**src/rtl/mips_cache_pkg.sv**
```systemverilog
// Shared types for the MIPS cache/memory slice: arbiter states, read owner, Avalon widths.
package mips_cache_pkg;

    localparam int AV_ADDR_W = 32;
    localparam int AV_DATA_W = 32;
    localparam int AV_BE_W   = 4;

    typedef enum logic [1:0] {IDLE, WRITE, RD_REQ, RD_DATA} arb_state_t;
    typedef enum logic {OWN_I, OWN_D} owner_t;

endpackage

```
**src/rtl/mips_cache_avalon_arbiter.sv**
```systemverilog
// Shares one Avalon-MM master between icache/dcache read misses and the write buffer,
// one transfer at a time, reads first with bounded write starvation.
module mips_cache_avalon_arbiter
    import mips_cache_pkg::*;
#(
    parameter int MAX_READS          = 4,
    parameter int DRAIN_BEFORE_DREAD = 1
) (
    input  logic                 clk,
    input  logic                 rst,
    input  logic                 ic_read,
    input  logic [AV_ADDR_W-1:0] ic_addr,
    output logic [AV_DATA_W-1:0] ic_readdata,
    output logic                 ic_readvalid,
    input  logic                 dc_read,
    input  logic [AV_ADDR_W-1:0] dc_addr,
    output logic [AV_DATA_W-1:0] dc_readdata,
    output logic                 dc_readvalid,
    input  logic                 wb_write,
    input  logic [AV_ADDR_W-1:0] wb_addr,
    input  logic [AV_DATA_W-1:0] wb_writedata,
    input  logic [AV_BE_W-1:0]   wb_byteenable,
    input  logic                 wb_empty,
    input  logic                 wb_full,
    output logic                 wb_active,
    output logic                 wb_waitrequest,
    output logic [AV_ADDR_W-1:0] avm_address,
    output logic                 avm_read,
    output logic                 avm_write,
    output logic [AV_DATA_W-1:0] avm_writedata,
    output logic [AV_BE_W-1:0]   avm_byteenable,
    input  logic                 avm_waitrequest,
    input  logic [AV_DATA_W-1:0] avm_readdata
);

    localparam int CNT_W = $clog2(MAX_READS + 1);
    localparam logic [CNT_W-1:0] CNT_MAX = CNT_W'(MAX_READS);

    arb_state_t       state, state_nx;
    owner_t           owner, owner_nx;
    logic [CNT_W-1:0] starve_cnt, starve_nx;
    logic             dread_ok;

    // With draining enabled a data read waits until no older write can alias it.
    assign dread_ok = (DRAIN_BEFORE_DREAD == 0) || wb_empty;

    always_ff @(posedge clk) begin
        if (rst) begin
            state      <= IDLE;
            owner      <= OWN_I;
            starve_cnt <= '0;
        end else begin
            state      <= state_nx;
            owner      <= owner_nx;
            starve_cnt <= starve_nx;
        end
    end

    always_comb begin
        state_nx       = state;
        owner_nx       = owner;
        starve_nx      = starve_cnt;
        avm_address    = '0;
        avm_read       = 1'b0;
        avm_write      = 1'b0;
        avm_writedata  = '0;
        avm_byteenable = '0;
        wb_active      = 1'b0;
        wb_waitrequest = 1'b1;
        ic_readvalid   = 1'b0;
        dc_readvalid   = 1'b0;
        ic_readdata    = '0;
        dc_readdata    = '0;

        case (state)
            IDLE: begin
                if (wb_full) begin
                    state_nx = WRITE;
                end else if (starve_cnt == CNT_MAX && !wb_empty) begin
                    state_nx = WRITE;
                end else if (dc_read && dread_ok) begin
                    state_nx = RD_REQ;
                    owner_nx = OWN_D;
                end else if (ic_read) begin
                    state_nx = RD_REQ;
                    owner_nx = OWN_I;
                end else if (!wb_empty) begin
                    state_nx = WRITE;
                end
            end

            WRITE: begin
                wb_active      = 1'b1;
                avm_write      = wb_write;
                avm_address    = wb_addr;
                avm_writedata  = wb_writedata;
                avm_byteenable = wb_byteenable;
                // Pop is only allowed when a word is actually on the bus.
                wb_waitrequest = wb_write ? avm_waitrequest : 1'b1;
                if (wb_write && !avm_waitrequest) begin
                    state_nx  = IDLE;
                    starve_nx = '0;
                end else if (!wb_write && wb_empty) begin
                    state_nx = IDLE;
                end
            end

            RD_REQ: begin
                avm_read       = 1'b1;
                avm_address    = (owner == OWN_D) ? dc_addr : ic_addr;
                avm_byteenable = '1;
                if (!avm_waitrequest) begin
                    state_nx = RD_DATA;
                    if (!wb_empty && starve_cnt != CNT_MAX)
                        starve_nx = starve_cnt + 1'b1;
                end
            end

            RD_DATA: begin
                if (owner == OWN_D) begin
                    dc_readvalid = 1'b1;
                    dc_readdata  = avm_readdata;
                end else begin
                    ic_readvalid = 1'b1;
                    ic_readdata  = avm_readdata;
                end
                state_nx = IDLE;
            end

            default: state_nx = IDLE;
        endcase
    end

endmodule
```
**config.mk**
```make
export PLATFORM = sky130hd
export DESIGN_NAME = mips_cache_avalon_arbiter
export DESIGN_NICKNAME = d
export VERILOG_FILES = /design/src/rtl/mips_cache_pkg.sv /design/src/rtl/mips_cache_avalon_arbiter.sv
export SDC_FILE = /design/constraint.sdc
export NUM_CORES = 1
export LEC_CHECK = 0
export CAP_MARGIN = 20
export CORE_AREA = 2 2 122 124
export CTS_CLUSTER_DIAMETER = 200
export CTS_CLUSTER_SIZE = 10
export DETAILED_ROUTE_END_ITERATION = 12
export DIE_AREA = 0 0 124 126
export DONT_BUFFER_PORTS = 1
export SYNTH_ARGS = -nofsm -noshare
export SYNTH_HDL_FRONTEND = slang
export SYNTH_SLANG_ARGS = --single-unit
```
**constraint.sdc**
```tcl
create_clock -name clk -period 1.9 [get_ports clk]
set_input_delay 0.475 -clock clk [delete_from_list [all_inputs] [get_ports clk]]
set_output_delay 0.475 -clock clk [all_outputs]
set_load 0.02 [all_outputs]
```
# After elaboration in Yosys (flattened, before gate mapping)
# Index checks and enable logic that the tools add are counted.
[totals]
reg_bits = 6
[classes]
n_addsub = 1
eq_ne = 10
mux = 32
bitwise = 2
n_reduce_logical = 14
[ops]
columns = ["op", "count"]
rows = [
  ["32-bit two-way mux", 6],
  ["32-bit one-hot mux with 2 select lines", 1],
  ["2-bit two-way mux", 8],
  ["1-bit two-way mux", 11],
  ["3-bit two-way mux", 3],
  ["2-bit one-hot mux with 4 select lines", 1],
  ["4-bit one-hot mux with 2 select lines", 1],
  ["4-bit AND reduction", 2],
  ["2-bit != test (second input constant)", 3],
  ["3-bit != test (second input constant)", 2],
  ["6-bit != test (second input constant)", 1],
  ["3-bit one-hot mux with 2 select lines", 1],
  ["1-bit logical AND", 5],
  ["2-bit equality test (second input constant)", 2],
  ["2-bit nonzero test", 2],
  ["3-bit by 1-bit adder with 3-bit output (second input constant)", 1],
  ["3-bit equality test (second input constant)", 1],
  ["1-bit logical NOT", 3],
  ["3-bit AND reduction", 1],
  ["2-bit by 1-bit equality test with 1-bit output (second input constant)", 1],
  ["2-bit logical NOT", 1],
  ["1-bit NOT", 2],
]

# Depth between registers and ports, before layout
[depth]
ltp_word = 6
depth_mapped = 7
depth_no_buf = 6

# Worst setup path after synthesis
# Ideal clock, no wire load.
[synth_timing]
kind = "register to output"
from = "register state[1]"
to = "output port avm_writedata[21]"
arrival_time_ns = 1.514
t_required_ns = 1.425
setup_slack_ns = -0.089
stages_incl_launch_ff = 7
n_path_buf = 3
path_cell_list = "dfxtp_1 inv_1 ha_1 buf_4 buf_2 clkbuf_1 and2_1"
[synth_between]
elab_chain_len = 2
[synth_rtl]
columns = ["element", "line_no", "rtl"]
rows = [
  ["start, declared", "mips_cache_avalon_arbiter.sv:39", "arb_state_t state, state_nx;"],
  ["start signal, assigned", "mips_cache_avalon_arbiter.sv:53", "state <= state_nx;"],
  ["2-bit by 1-bit equality test with 1-bit output", "mips_cache_avalon_arbiter.sv:75", "case (state)"],
  ["32-bit two-way mux", "mips_cache_avalon_arbiter.sv:75", ""],
  ["end, declared", "mips_cache_avalon_arbiter.sv:30", "output logic [AV_DATA_W-1:0] avm_writedata,"],
]
# Every way passes these cells.

# Final worst setup path
[layout_timing]
from = "register state[1]"
to = "output port wb_waitrequest"
[layout_between]
elab_chain_len = 2
[layout_rtl]
columns = ["element", "line_no", "rtl"]
rows = [
  ["2-bit by 1-bit equality test with 1-bit output", "mips_cache_avalon_arbiter.sv:75", ""],
  ["1-bit two-way mux", "mips_cache_avalon_arbiter.sv:75", ""],
  ["end, declared", "mips_cache_avalon_arbiter.sv:26", "output logic wb_waitrequest,"],
]
# Every way passes these cells.

==> Implementation_results.wiki <==
{| class="wikitable"
! Metric !! Value
|-
| Run status || complete, but fails checks
|-
| Violated checks || negative setup slack
|-
| Cts bufs inserted || 3
|-
| Placed Instances || 501
|-
| Clock sink total || 6
|-
| Count of unique library cells instantiated by Yosys || 33
|-
| Leakage || 1.38 nW
|-
| Post-Synthesis Net Count || 500
|-
| Effective utilization at floorplan || 14.6%
|-
| Overall Global Routing Usage || 12.3%
|-
| Delay of the slowest cell on the worst path || 0.37 ns
|-
| Number of violations reported at the end of detailed-routing iteration 0 || 95
|-
| Worst hold margin || 0.299 ns
|-
| Number of H-tree branching levels || 1
|-
| Post-route insts no fill || 520
|-
| Arrival time at the worst endpoint || 1.44 ns
|-
| Number of filler cells placed in the layout || 1543
|-
| Length of the first detailed-routing pass in iterations || 4
|-
| Number of vias per cell || 4.76
|-
| Total of endpoints with negative setup slack in the final report || 5
|-
| Crit. Startpoint || state[1]$_SDFFE_PP0P_
|-
| Post-route ant nets || 0
|-
| Final cell area excluding filler cells || 3410 um2
|-
| Number of synthesized register bits || 6
|-
| Endpoint required time on the critical path || 1.42 ns
|-
| Total congestion overflow || 0
|-
| Post-Synthesis Cell Area || 2090 um2
|-
| Worst slew margin relative to its limit || 72.6%
|-
| Maximum fanout along the worst path || 12
|-
| Largest vdd supply drop || 0.507 mV
|-
| Per-instance average area after synthesis || 6.49 um2
|-
| Category of the worst setup path launch point || flop
|-
| Global-route wire length before repair || 13.9 mm
|-
| Rows || 44
|-
| Final Hold Fails || 0
|-
| Synth-to-layout area growth || 63.4%
|-
| Ys flop type || sky130_fd_sc_hd__dfxtp_1
|-
| Detail-routed net length per standard cell || 21.9 um
|-
| Vias in the first global route || 2243
|-
| Detailed Place HPWL || 7.81 mm
|-
| Number of antenna violations at the first check in global routing || 1
|-
| Drt drc || 0
|-
| Cells after synthesis || 322
|-
| Layout cells sized above 1 || 67.2%
|-
| Die Wd || 124 um
|-
| Max_cap viols || 0
|-
| TritonCTS clock tree || built
|-
| Largest area contributor in the netlist || sky130_fd_sc_hd__and2_1
|-
| Clock period minus worst slack || 1.91 ns
|-
| Wirelength, routed || 11.4 mm
|-
| Portion of the clock cycle consumed by the worst path in the final layout || 101%
|-
| Nets || 515
|-
| Pin count of the biggest net entering global routing || 38
|-
| Clock edge transition at the registers on the reported setup and hold paths || 0.03 ns
|-
| Count of warnings emitted by yosys || 0
|-
| Clk root buf || sky130_fd_sc_hd__clkbuf_16
|-
| Power density over the cells || 1320 nW/um2
|-
| Worst-Skew Late Latency || 0.23 ns
|-
| Final total negative setup slack || -0.0225 ns
|-
| Beginning of the worst hold path || rst
|-
| Register area share after synthesis || 5.75%
|-
| Gp weighted congestion || 0.803
|-
| Number of synthesized flops with an enable pin || 0
|-
| Post-route worst setup slack || -0.0132 ns
|-
| Clock tree buffer depth || 2
|-
| Type of the most critical hold path || in -> reg
|-
| Critical register-to-register path startpoint || state[1]$_SDFFE_PP0P_
|-
| Critical path class || reg -> out
|-
| Top achievable clock speed || 523 MHz
|-
| Type of destination of the critical path || output pin
|-
| Cell types occupying the most area after synthesis || sky130_fd_sc_hd__and2_1 29%, sky130_fd_sc_hd__mux2i_1 16%, sky130_fd_sc_hd__and3_1 9.6%
|-
| Async S/R FF share, synth || 0%
|-
| Portion of synthesized cell area occupied by the leading cell type || 29.3%
|-
| Slew at the pin closest to its max-slew limit || 0.407 ns
|-
| Die Footprint || 15600 um2
|-
| Setup clock skew after layout || 0.000742 ns
|-
| Num ports || 310
|-
| Worst-path cell chain || inv_4 > ha_4 > buf_4 > and2_1 > nand2b_1
|-
| Core box area || 14300 um2
|-
| Post-Place Worst Slack || 0.0610 ns
|-
| Area post-placement || 2470 um2
|-
| Die Y-Extent || 126 um
|-
| Unrepaired setup endpoints after global routing || true
|-
| Number of vias after detailed routing || 2475
|-
| Slew Limit Fails || 0
|-
| Count of buffers inserted at the top-level ports || 0
|-
| CP max stage cell || sky130_fd_sc_hd__dfxtp_4
|}
==> kinds of logic after synthesis <==
group / count (synthesis) / share of synthesized area (%)
AO/OA/AOI/OAI: 55 / 14.9
AND/OR/NAND/NOR: 184 / 50.7
adder cells (fa/ha/maj): 6 / 3.59
flip-flops: 6 / 5.75
buffers and inverters: 38 / 9.28
multiplexers: 33 / 15.8
==> through the flow <==
stage / total power (W) / utilization [%]
CTS: 0.00415 / 21.1
global route: 0.00480 / 23.9
floorplan: 0.00203 / -
finish: 0.00452 / 23.9
global placement: 0.00268 / 17.3
detailed placement: 0.00269 / 17.3
==> synth_stat cells, drive strengths merged, types with 2 or more instances <==
cell type,number
nor2b,4
nor2,4
nand2b,3
and2,98
and2b,2
nand4,3
o21ai,36
dfxtp,6
inv,8
nand2,35
buf,13
ha,6
mux2i,33
clkbuf,17
and3,32
a21oi,11
==> repair_timing <==
item                       in CTS  in global routing
pin swaps                      22                 40
buffers inserted                3                  5
cloned                          7                  4
hold endpoints to repair        0                  0
setup endpoints to repair      68                103
gates resized for setup       128                163
hold buffers                    0                  0
==> worst paths after layout <==
path | to | slack, ns | cells past startpoint
worst max register to register | starve_cnt[1]$_SDFFE_PP0P_ | 0.40 | 7
worst min-delay path | owner$_SDFFE_PP0P_ | 0.30 | 1
worst max-delay path | wb_waitrequest | -0.01 | 5
worst min register to register | starve_cnt[1]$_SDFFE_PP0P_ | 0.49 | 2
==> sequential cells by signal, indices dropped and copies added, names as in the netlist <==
name and cells:
starve_cnt 3, state 2, owner 1
==> layout by cell type (no fill, tap or decap), types with 3 or more instances in the layout <==
master	Yosys	layout
sky130_fd_sc_hd__a21oi_1	11	8
sky130_fd_sc_hd__nand2_1	35	20
sky130_fd_sc_hd__and3_1	32	6
sky130_fd_sc_hd__o21ai_2	0	27
sky130_fd_sc_hd__inv_1	8	5
sky130_fd_sc_hd__nor2b_4	0	3
sky130_fd_sc_hd__o21ai_0	26	4
sky130_fd_sc_hd__o21ai_1	10	5
sky130_fd_sc_hd__mux2i_1	33	25
sky130_fd_sc_hd__and2_4	0	71
sky130_fd_sc_hd__mux2i_2	0	6
sky130_fd_sc_hd__nand2b_1	3	3
sky130_fd_sc_hd__and3_2	0	26
sky130_fd_sc_hd__nand2_2	0	15
sky130_fd_sc_hd__clkbuf_16	0	7
sky130_fd_sc_hd__dfxtp_1	6	3
sky130_fd_sc_hd__dfxtp_4	0	3
sky130_fd_sc_hd__nand4_1	3	3
sky130_fd_sc_hd__and2_1	98	11
sky130_fd_sc_hd__buf_12	1	13
sky130_fd_sc_hd__ha_4	0	4
sky130_fd_sc_hd__a21oi_4	0	3
sky130_fd_sc_hd__buf_4	3	11
sky130_fd_sc_hd__nor2_1	4	4
sky130_fd_sc_hd__buf_6	2	9
sky130_fd_sc_hd__and2_2	0	16
==> worst max-delay path: cells and delay by family (launching register included) <==
kind	cells	cell delay [ns]
and+or+nand+nor	2	0.32
DFF	1	0.37
buffers and inverters	2	0.31
adders and majority gates	1	0.20
==> area by class of cell <==
type,count,area (um2),share of cell area (%)
Timing Repair Buffer,40,632,18.5
Sequential cell,6,131,3.85
Multi-Input combinational cell,278,2300,67.4
Inverter,8,42.5,1.25
Antenna cell,1,2.50,0.0733
Clock buffer,3,75.1,2.20
Tap cell,184,230,6.74
==> power by group <==
part | leakage, nW | internal (W) | switching (W)
clock | 0.0370 | 0.000270 | 0.0000761
sequential | 0.0509 | 0.000163 | 0.0000538
combinational | 1.29 | 0.00176 | 0.00219
==> metal layers <==
layer,wire (um),GRT usage (%)
met5,0,0
met3,993,1.49
met2,6130,23.7
met1,4000,13.9
met4,238,3.04
No activity file was read; power rests on OpenSTA's default activity.
==> RTL change, RTL diff (config.mk and constraints unchanged) <==
The parameter `MAX_READS` goes from 4 to 8.
--- a/src/rtl/mips_cache_avalon_arbiter.sv
+++ b/src/rtl/mips_cache_avalon_arbiter.sv
@@ -3,7 +3,7 @@
 module mips_cache_avalon_arbiter
     import mips_cache_pkg::*;
 #(
-    parameter int MAX_READS          = 4,
+    parameter int MAX_READS          = 8,
     parameter int DRAIN_BEFORE_DREAD = 1
 ) (
     input  logic                 clk,
Behaviour: same outputs for any inputs over 10 cycles, from zero or initial values and one cycle with rst high; that may be too few to reach the edited logic, so the function may still have changed.
==> RTL change against the unedited design <==
The flow still finishes with violations (negative setup slack). Fmax decreased by 3.7%. Worst setup slack got worse by 0.074 ns. Register-to-register slack got worse by 0.15 ns. Via count is 1.7% lower. Highest routed layer unchanged. Sequential cell count rose by 1. Largest cell class unchanged. Wire length is 1.9% lower. Synthesized cell count shrank 8.4%. Total power is 4.4% lower. Global-route usage down 1.6 points. Critical path depth stayed put. Area after synthesis is 1.1% higher. Design area is 5.5% higher.
==> RTL change: results (changes against the unedited design) <==
The flow ran to the end, but the final reports show violations. The final reports fail on negative setup slack. The logs give 74 (-42%) for the number of resized instances in the post-cts repair step and 2218 (-1.1%) for the number of global-route vias before repair.

For the normalized max-slew margin, the log shows 75.88% (+3.3 points). The logs give 2520 sq um (+1.9%) for the standard cell area after detailed placement and 7 (+1) for the number of sinks on the clock net. The tools report the worst clock skew on the final layout as 0.002393 ns (+0.001651 ns). The critical path ends at ic_readdata[11]. In the synthesized netlist, the cells that appear most often are 66 x sky130_fd_sc_hd__and2_1, 37 x sky130_fd_sc_hd__nor2b_1, 33 x sky130_fd_sc_hd__and3_1, 32 x sky130_fd_sc_hd__a22oi_1, 22 x sky130_fd_sc_hd__mux2_2. The critical register-to-register path endpoint was starve_cnt[3]. The worst voltage drop across the vdd grid is 0.0006616 V (+30%), and the leakage power is 1.427 nW (+3.7%).

The total track usage is 10.68% (-1.6 points), and the top fanout value on the critical path is 16 (+4). The non-clock buffering overhead in the final layout is 19.56% (+1.1 points), and the sequential share of the synthesized area is 6.635% (+0.89 points). The post-synthesis mux area share works out to 18.01% (+2.2 points). By area the synthesized netlist is led by sky130_fd_sc_hd__and2_1 20%, sky130_fd_sc_hd__mux2_2 12%, sky130_fd_sc_hd__a22oi_1 11%.

Beginning of the critical path: state[0]. The multi-input gate share of the layout cell area came out at 66.68% (-0.71 points). The largest registers in the layout are starve_cnt (4), state (2), owner (1). The synthesized-area fraction occupied by ao, oa, aoi and oai cells came out at 18.13% (+3.3 points).

The final-layout clock-cell area share works out to 2.189% (-0.0096 points). The final net count was 492 (-4.5%); the number of non-clock buffers in the layout was 43 (+7.5%). The number of multi-input logic gates is 251 (-9.7%). The number of library cell types mapped by synthesis was 35 (+6.1%); the initial DRC count was 77 (-19%).

Total setup violations reported at the end of the flow: 63 (+58). The post-synthesis adder-cell area fraction was 3.555% (-0.038 points); the via total after detailed routing was 2432 (-1.7%). The first-pass GRT wire length came out at 12680 microns (-8.6%). For the sum of net half-perimeters after detailed placement, the log shows 6822 microns (-13%). The share of cell area taken by flip-flops and latches was 4.204% (+0.36 points). The average wire per cell in the routed design works out to 22.39 microns (+2.5%). For the post-route worst setup slack, the log shows -0.08707 ns (-0.07383 ns). The final RePlAce weighted congestion was 0.7649 (-4.8%); the fraction of final layout cells with drive strength greater than 1 was 68.05% (+0.89 points). The fill cell total of the finished layout came out at 1507 (-2.3%).

The synthesized instance count is 295 (-8.4%). The run gives 0.03486 ns (-0.02617 ns) as the worst slack after detailed placement. The worst reg-to-reg setup slack was 0.25 ns (-0.15 ns). The pin count of the biggest net entering global routing was 36 (-5.3%). The tools report the synthesized netlist net count as 473 (-5.4%). The logs give 498 (-4.2%) for the count of non-filler cells in the finished layout and 4 (+1) for the clock tree buffer count of the final layout. The setup TNS was -3.213 ns (-3.190 ns); the arrival time at the worst endpoint was 1.51 ns (+0.07 ns).

The count of inverters other than clock inverters in the layout is 8 (unchanged). From synthesis to final layout, the design area changed by 70.50%.
RTL change: report_power, final:
part / switching (mW) / internal, mW
Sequential: 0.0429 / 0.185
Combinational: 1.93 / 1.79
Clock: 0.0877 / 0.280
Total: 2.06 / 2.26
RTL change: metal layers:
| metal | share of wire (%) | up-vias | track usage (%) | wire length [microns] |
|---|---|---|---|---|
| met1 | 40 | 1174 | 12.39 | 4493 |
| met5 | 0 | - | 0 | 0 |
| met3 | 6.6 | 14 | 1.540 | 732 |
| met2 | 52 | 178 | 19.59 | 5747 |
| met4 | 1.6 | 0 | 3.833 | 174 |
| li1 | - | 1066 | - | - |
RTL change: how the worst min path moves through the flow:
stage | start | to | slack [ns] | cells after the start
floorplan | starve_cnt[3] | starve_cnt[3] | 0.45 | 2
global placement | starve_cnt[3] | starve_cnt[3] | 0.47 | 2
detailed placement | starve_cnt[2] | starve_cnt[2] | 0.48 | 2
CTS | rst | owner | 0.30 | 1
global route | rst | owner | 0.30 | 1
finish | rst | owner | 0.30 | 1
